===== config.mk =====
export PLATFORM = sky130hd
export DESIGN_NAME = or_equiv_bist
export DESIGN_NICKNAME = d
export VERILOG_FILES = /design/src/rtl/or_equiv_bist_pkg.sv /design/src/rtl/bist_lfsr16.sv /design/src/rtl/or_equiv_bist.sv
export SDC_FILE = /design/constraint.sdc
export NUM_CORES = 1
export LEC_CHECK = 0
export ABC_CLOCK_PERIOD_IN_PS = 2670
export BUFFER_PORTS_ARGS = -buffer_cell sky130_fd_sc_hd__buf_2
export CAP_MARGIN = 20
export CORE_AREA = 5 5 94 96
export CTS_BUF_LIST = sky130_fd_sc_hd__clkbuf_16
export CTS_CLUSTER_SIZE = 12
export DETAILED_ROUTE_END_ITERATION = 12
export DIE_AREA = 0 0 99 101
export GPL_TIMING_DRIVEN = 0
export PLACE_DENSITY = 0.56
export SETUP_SLACK_MARGIN = 0.15
export SLEW_MARGIN = 30
export SYNTH_ARGS = -nofsm -noshare
export SYNTH_HDL_FRONTEND = slang
export SYNTH_SLANG_ARGS = --single-unit
export TNS_END_PERCENT = 1

===== constraint.sdc =====
create_clock -name clk -period 2.67 [get_ports clk]
set_clock_uncertainty 0.2 [all_clocks]
set_input_delay 0.267 -clock clk [delete_from_list [all_inputs] [get_ports clk]]
set_output_delay 0.267 -clock clk [all_outputs]
set_load 0.005 [all_outputs]

===== src/rtl/or_equiv_bist_pkg.sv =====
// Shared types and constants for the golden-vs-netlist equivalence BIST.
package or_equiv_bist_pkg;

    typedef enum logic [2:0] {
        S_IDLE,
        S_DRIVE,
        S_SETTLE,
        S_COMPARE,
        S_DONE
    } state_t;

    localparam logic [15:0] LFSR_POLY    = 16'hB400;
    localparam logic [15:0] DEFAULT_SEED = 16'hACE1;

    // Right-shifting Galois step for x^16+x^14+x^13+x^11+1.
    function automatic logic [15:0] lfsr_step(input logic [15:0] q);
        return {1'b0, q[15:1]} ^ (q[0] ? LFSR_POLY : 16'h0000);
    endfunction

endpackage


===== src/rtl/bist_lfsr16.sv =====
// 16-bit Galois LFSR with synchronous seed load and step enable.
module bist_lfsr16
    import or_equiv_bist_pkg::*;
#(
    parameter logic [15:0] RST_VAL = DEFAULT_SEED
) (
    input  logic        clk,
    input  logic        rst_n,
    input  logic        load,
    input  logic [15:0] seed,
    input  logic        step,
    output logic [15:0] q
);

    always_ff @(posedge clk or negedge rst_n) begin
        if (!rst_n)    q <= RST_VAL;
        else if (load) q <= seed;
        else if (step) q <= lfsr_step(q);
    end

endmodule


===== src/rtl/or_equiv_bist.sv =====
// Stimulus-and-compare engine: exhaustive then LFSR vectors into golden and
// netlist copies, mismatch counting and first-failure capture.
module or_equiv_bist
    import or_equiv_bist_pkg::*;
#(
    parameter int          IN_W          = 2,
    parameter int          OUT_W         = 1,
    parameter int          RAND_VECTORS  = 500,
    parameter int          SETTLE_CYCLES = 1,
    parameter logic [15:0] LFSR_SEED     = DEFAULT_SEED,
    parameter int          CNT_W         = $clog2(2**IN_W + RAND_VECTORS + 1)
) (
    input  logic             clk,
    input  logic             rst_n,
    input  logic             start,
    output logic [IN_W-1:0]  stim,
    input  logic [OUT_W-1:0] golden_out,
    input  logic [OUT_W-1:0] netlist_out,
    output logic             busy,
    output logic             done,
    output logic             pass,
    output logic [CNT_W-1:0] mismatch_cnt,
    output logic [CNT_W-1:0] vec_cnt,
    output logic [CNT_W-1:0] first_fail_vec,
    output logic [IN_W-1:0]  first_fail_stim,
    output logic [OUT_W-1:0] first_fail_golden,
    output logic [OUT_W-1:0] first_fail_netlist,
    output logic             first_fail_valid
);

    localparam int NEXH = 2**IN_W;
    localparam int NVEC = NEXH + RAND_VECTORS;
    localparam int SW   = (SETTLE_CYCLES > 1) ? $clog2(SETTLE_CYCLES) : 1;

    localparam logic [CNT_W-1:0] LAST_VEC    = CNT_W'(NVEC - 1);
    localparam logic [CNT_W-1:0] EXH_END     = CNT_W'(NEXH);
    localparam logic [SW-1:0]    SETTLE_LAST = SW'(SETTLE_CYCLES - 1);

    state_t            state, nxt;
    logic [SW-1:0]     settle_cnt;
    logic [15:0]       lfsr_q;
    logic [15:0]       lfsr_unused;
    logic              accept, last, mismatch, lfsr_adv;
    logic [CNT_W-1:0]  vec_nxt;
    logic [IN_W-1:0]   stim_nxt;

    assign accept   = start && (state == S_IDLE || state == S_DONE);
    assign last     = (vec_cnt == LAST_VEC);
    // 4-state inequality so an X/Z from either copy is flagged in simulation.
    assign mismatch = (golden_out !== netlist_out);
    assign vec_nxt  = vec_cnt + CNT_W'(1);
    assign stim_nxt = (vec_nxt < EXH_END) ? vec_nxt[IN_W-1:0] : lfsr_q[IN_W-1:0];
    assign lfsr_adv = (state == S_DRIVE) && (vec_cnt >= EXH_END);
    assign lfsr_unused = lfsr_q;

    bist_lfsr16 #(.RST_VAL(LFSR_SEED)) u_lfsr (
        .clk   (clk),
        .rst_n (rst_n),
        .load  (accept),
        .seed  (LFSR_SEED),
        .step  (lfsr_adv),
        .q     (lfsr_q)
    );

    always_ff @(posedge clk or negedge rst_n) begin
        if (!rst_n) state <= S_IDLE;
        else        state <= nxt;
    end

    always_comb begin
        nxt = state;
        case (state)
            S_IDLE, S_DONE: if (start) nxt = S_DRIVE;
            S_DRIVE:        nxt = (SETTLE_CYCLES == 0) ? S_COMPARE : S_SETTLE;
            S_SETTLE:       if (settle_cnt == SETTLE_LAST) nxt = S_COMPARE;
            S_COMPARE:      nxt = last ? S_DONE : S_DRIVE;
            default:        nxt = S_IDLE;
        endcase
    end

    // stim is loaded on the edge entering DRIVE, so the DUTs see each vector
    // for DRIVE + SETTLE cycles before the compare.
    always_ff @(posedge clk or negedge rst_n) begin
        if (!rst_n) begin
            stim               <= '0;
            vec_cnt            <= '0;
            mismatch_cnt       <= '0;
            settle_cnt         <= '0;
            first_fail_vec     <= '0;
            first_fail_stim    <= '0;
            first_fail_golden  <= '0;
            first_fail_netlist <= '0;
            first_fail_valid   <= 1'b0;
        end else begin
            settle_cnt <= (state == S_SETTLE) ? settle_cnt + SW'(1) : '0;
            if (accept) begin
                stim               <= '0;
                vec_cnt            <= '0;
                mismatch_cnt       <= '0;
                first_fail_vec     <= '0;
                first_fail_stim    <= '0;
                first_fail_golden  <= '0;
                first_fail_netlist <= '0;
                first_fail_valid   <= 1'b0;
            end else if (state == S_COMPARE) begin
                if (mismatch) begin
                    if (mismatch_cnt != '1) mismatch_cnt <= mismatch_cnt + CNT_W'(1);
                    if (!first_fail_valid) begin
                        first_fail_vec     <= vec_cnt;
                        first_fail_stim    <= stim;
                        first_fail_golden  <= golden_out;
                        first_fail_netlist <= netlist_out;
                        first_fail_valid   <= 1'b1;
                    end
                end
                if (!last) begin
                    vec_cnt <= vec_nxt;
                    stim    <= stim_nxt;
                end
            end
        end
    end

    assign busy = (state == S_DRIVE) || (state == S_SETTLE) || (state == S_COMPARE);
    assign done = (state == S_DONE);
    assign pass = done && (mismatch_cnt == '0);

endmodule


; ---- Word level (Yosys, flattened, before mapping)
; Index checks and enable logic that the tools add are counted.
[classes]
n_reduce_logical = 18
n_bitwise = 1
n_eq_ne = 11
n_lt_le_gt_ge = 2
addsub = 3
mux = 38
[ops]
columns = op, n
row1 = 2-to-1 mux 9 bit, 11
row2 = 2-to-1 mux 16 bit, 3
row3 = adder 9 x 1 -> 9 bit (second input constant), 2
row4 = 2-to-1 mux 2 bit, 8
row5 = XOR 15 x 16 -> 16 bit, 1
row6 = 2-to-1 mux 1 bit, 12
row7 = case mux 3 bit (4 select lines), 1
row8 = equality test 9 bit (second input constant), 1
row9 = >= comparator 9 x 3 -> 1 bit (second input constant), 1
row10 = zero test 9 bit, 1
row11 = less-than comparator 9 x 3 -> 1 bit (second input constant), 1
row12 = 2-to-1 mux 3 bit, 3
row13 = inequality test 9 bit (second input constant), 1
row14 = nonzero test 2 bit, 4
row15 = equality test 3 x 2 -> 1 bit (second input constant), 2
row16 = inequality test 2 bit (second input constant), 3
row17 = AND reduction 2 bit, 3
row18 = AND reduction 3 bit, 2
row19 = equality test 3 x 1 -> 1 bit (second input constant), 1
row20 = equality test 3 bit (second input constant), 1
row21 = logical AND 1 bit, 3
row22 = zero test 3 bit, 1
row23 = logical OR 1 bit, 3
row24 = inequality test 2 x 1 -> 1 bit (second input constant), 1
row25 = other kinds (3), 3
[totals]
regBits = 54

; ---- Logic depth before layout (Yosys ltp)
[depth]
depth_word = 6
mapped_depth = 8
mapped_depth_nobuf = 8

; ---- By module
; A second synthesis with hierarchy kept.
[unflattened]
hier_cells = 296
area_unflattened_um2 = 2839.0
[by_module_without_submodules]
columns = module, cells_per_inst, instances, area_each_um2
row1 = or_equiv_bist, 222, 1, 2034.5
row2 = bist_lfsr16, 74, 1, 804.5

; ---- Worst setup path after synthesis
; Ideal clock, no wire load.
[synth_path]
path_kind = register -> register
from = register mismatch_cnt[0]
to = register mismatch_cnt[6]
t_arrival_ns = 1.890
setup_time_ns = 0.132
synth_period_minus_slack_ns = 2.222
n_path_buf = 0
stages_incl_launch_ff = 9
setup_slack_ns = 0.448
cell_sequence = dfrtp_1 ha_1 and3_1 and3_1 ha_1 nor3_4 and4_1 xnor2_1 nor2_1
[synth_via]
elab_chain_len = 5
word_cells_on_any_way = 8
cone_classes = add/sub (1) / eq/ne (1) / mux (4) / reduce/logical (2)
[synth_lines]
columns = element, line_no
row1 = "start, declared", or_equiv_bist.sv:22  ; output logic [CNT_W-1:0] mismatch_cnt,
row2 = "start signal, assigned", or_equiv_bist.sv:107  ; if (mismatch_cnt != '1) mismatch_cnt <= mismatch_cnt + CNT_W'(1);
row3 = adder 9 x 1 -> 9 bit, or_equiv_bist.sv:107
row4 = 2-to-1 mux 9 bit, or_equiv_bist.sv:107
row5 = 2-to-1 mux 9 bit, or_equiv_bist.sv:106  ; if (mismatch) begin
row6 = 2-to-1 mux 9 bit, or_equiv_bist.sv:105  ; end else if (state == S_COMPARE) begin
row7 = 2-to-1 mux 9 bit, or_equiv_bist.sv:96  ; if (accept) begin
; Several ways; a longest one is shown, not always the timed one. The select of a mux whose other input is x is not followed.
; A chain may end at the register's enable or synchronous reset.

; ---- Worst setup path in the final report
; Ends and elaborated chain as after synthesis.

==> results.py <==
metrics = {
    "floorplanning": {
        "start_util": 0.338,
        "die_x_um": 99,
        "io_pins": 42,
        "core_mm2": 0.00797,
        "rows": 33,
        "dieArea_mm2": 0.0100,
        "die_y_um": 101,
    },
    "power": {
        "p_leak_nw": 1.52,
        "irDropWorstVdd_v": 0.000343,
        "power_w": 0.00279,
        "pwr_density_cell_mw_per_mm2": 861,
    },
    "layout": {
        "layout-drive-gt1-share": 0.220,
        "mostFrequentLayoutCell": "nand2_1",
        "layout.nets": 359,
        "regArea_mm2": 0.00136,
        "multi_input_area_mm2": 0.00123,
        "synthToLayoutAreaGrowth_pct": 20.6,
        "final_cell_mix": "nand2_1 (59), buf_2 (49), dfrtp_1 (46)",
        "fillCellCount": 817,
        "num_antenna_cells": 0,
    },
    "sta": {
        "finalSetupViolCount": 0,
        "period_minus_slack_ns": 2.34,
        "fmax_mhz": 427,
        "max_slew_margin": 0.540,
        "fin_setup_tns_ns": 0,
        "tightestPinTransition_ns": 0.690,
        "maxSlewViolCount": 0,
        "hold_viol": 0,
        "rsz0062_at_grt": "yes",
        "period_share": 0.877,
    },
    "setup_path": {
        "worstSetupPathType": "register to register",
        "critPathSlowestCell": "dfrtp_1",
        "end_kind": "register",
        "start_kind": "register",
        "crit_chain": "ha_1, and3_1, and3_1, ha_1, nor3_4, and4_1, xnor2_1, nor2_1",
        "cp_slowest_stage_delay_ns": 0.43,
        "critical_path_required_ns": 2.63,
        "critPathMaxFanout": 9,
        "arrival_ns": 2.30,
    },
    "synth": {
        "syn_area_mm2": 0.00269,
        "ys_ff_latch": 54,
        "synth-edff-count": 0,
        "yosysUniqueCellTypes": 42,
        "synthAdderAreaFrac": 0.0233,
        "synth.avg_cell_area_um2": 9.09,
        "yosys.area_share.simple": 0.235,
        "synth_top_family_by_area": "simple AND/OR/NAND/NOR gates",
        "dominantRegCellSynth": "dfrtp_1",
        "synth_xor_area_frac": 0.0358,
        "synthCells": 296,
        "ys_async_sr_fraction": 1.00,
        "synth-compound-area-share": 0.138,
        "synth.net_count": 306,
        "ys_warn_count": 0,
        "ys_seq_area_frac": 0.506,
        "synth.area.mux_share": 0.0228,
    },
    "clock_tree": {
        "cts_tree": "done",
        "clock_latency_ns": 0.29,
        "clkSlewWorstSetupHoldPaths_ns": 0.08,
        "clockBufferDepth": 2,
        "cts_num_sinks": 54,
        "cts_inserted_buffers": 5,
        "clockRootBuffer": "clkbuf_16",
        "htree_levels": 2,
    },
    "drt": {
        "drt_iter0_drc": 128,
        "dr.pass1.iters": 4,
        "num_vias": 2254,
        "postRouteAntennaNets": 0,
        "viasPerCell": 4.95,
        "drt_wl_total_mm": 6.15,
        "route.detailed.drc": 0,
        "wl_per_cell_um": 13.5,
    },
    "grt": {
        "grt_max_degree": 55,
        "overflow": 0,
        "grt_pass1_vias": 2201,
        "grt_pass1_wl_mm": 10.7,
        "gr-usage-all-layers": 0.130,
        "antenna_found_initial": 0,
    },
    "placed_design": {
        "port_buffers": 41,
        "globalplace.congestion": 0.825,
        "place_hpwl_mm": 4.34,
    },
    "run": {
        "drv_cap": 0,
    },
    "min_path": {
        "hp-class": "primary input to register",
    },
    "outcome": {
        "status": "finished, final reports clean",
    },
}
[metal layers]
metal  routed length [um]  share of wire  track usage  up-vias
met5                    0              0            0        -
met4                   43         0.0070       0.0252        0
met3                  318          0.052       0.0291        5
met2                 2660           0.43        0.198       52
met1                 3130           0.51        0.190     1082
li1                     -              -            -     1115
[worst paths after layout]
path                                              from                             to  slack (ns)  cells past startpoint
max                        mismatch_cnt[0]$_DFFE_PN0P_    mismatch_cnt[6]$_DFFE_PN0P_        0.33                      8
min                                         golden_out  first_fail_golden$_DFFE_PN0P_        0.02                      3
max reg2reg                mismatch_cnt[0]$_DFFE_PN0P_    mismatch_cnt[6]$_DFFE_PN0P_        0.33                      8
min reg2reg                       settle_cnt$_DFF_PN0_           settle_cnt$_DFF_PN0_        0.24                      1
max in group asynchronous                        rst_n  first_fail_vec[5]$_DFFE_PN0P_        1.44                      2
min in group asynchronous                        rst_n         vec_cnt[8]$_DFFE_PN0P_        0.36                      2
[area by class of cell]
type	instances	area share
multi-input combinational	219	0.378
tap	105	0.0405
sequential	54	0.420
clock buffer	5	0.0386
inverter	6	0.00694
buffer	17	0.0255
clock inverter	3	0.0135
timing repair buffer	46	0.0772
[report_power, final]
| part | internal (W) | total, W | switching (W) |
|---|---|---|---|
| Combinational | 0.000343 | 0.000845 | 0.000502 |
| Sequential | 0.00104 | 0.00121 | 0.000164 |
| Clock | 0.000444 | 0.000739 | 0.000295 |
[sequential cells by signal, indices dropped and copies added (netlist names)]
signal and flops:
u_lfsr.q 16, first_fail_vec 9, mismatch_cnt 9, vec_cnt 9, state 3, first_fail_stim 2
stim 2, first_fail_golden 1, first_fail_netlist 1, first_fail_valid 1, settle_cnt 1
[critical path: cells and delay by family, from the launching register on]
kind                       cells  cell delay (ns)
DFF                            1             0.43
xor gates and xnor gates       1             0.12
adders and majority gates      2             0.46
and+or+nand+nor                5             1.00
[per-stage QoR]
| stage | instances | cell area [um^2] | setup WS (ns) | util | hold slack (ns) |
|---|---|---|---|---|---|
| after floorplan | 296 | 2690 | 0.448 | - | -0.229 |
| after global placement | 442 | 3030 | 0.282 | 0.380 | 0.217 |
| after detailed placement | 442 | 3030 | 0.305 | 0.380 | 0.163 |
| after CTS | 452 | 3220 | 0.284 | 0.404 | 0.0138 |
| after global routing | 455 | 3240 | 0.141 | 0.407 | 0.0411 |
| final | 455 | 3240 | 0.328 | 0.407 | 0.0152 |
[cells by family (layout without fill, tap and decap cells)]
| group | count (synthesis) | in the layout |
|---|---|---|
| xor gates and xnor gates | 11 | 11 |
| DFF | 54 | 54 |
| buffers and inverters | 23 | 77 |
| and+or+nand+nor | 133 | 133 |
| muxes | 6 | 6 |
| AOI/OAI and AO/OA | 64 | 64 |
| adders and majority gates | 5 | 5 |
[Yosys cell counts (7+ instances only)]
| master | count | area, um^2 |
|---|---|---|
| o21ai_1 | 27 | 135 |
| nand2_1 | 59 | 221 |
| o21ai_0 | 14 | 70.1 |
| buf_2 | 9 | 45.0 |
| dfrtp_1 | 46 | 1150 |
| and3_1 | 7 | 43.8 |
| dfstp_2 | 8 | 210 |
| nor2_1 | 31 | 116 |
[timing repair]
action,in CTS,in global routing
setup buffers,0,3
endpoints found under the setup margin,0,2
resized for setup,0,1
hold endpoints to repair,47,0
hold buffers,2,0
Power figures use the tool's default switching activity.
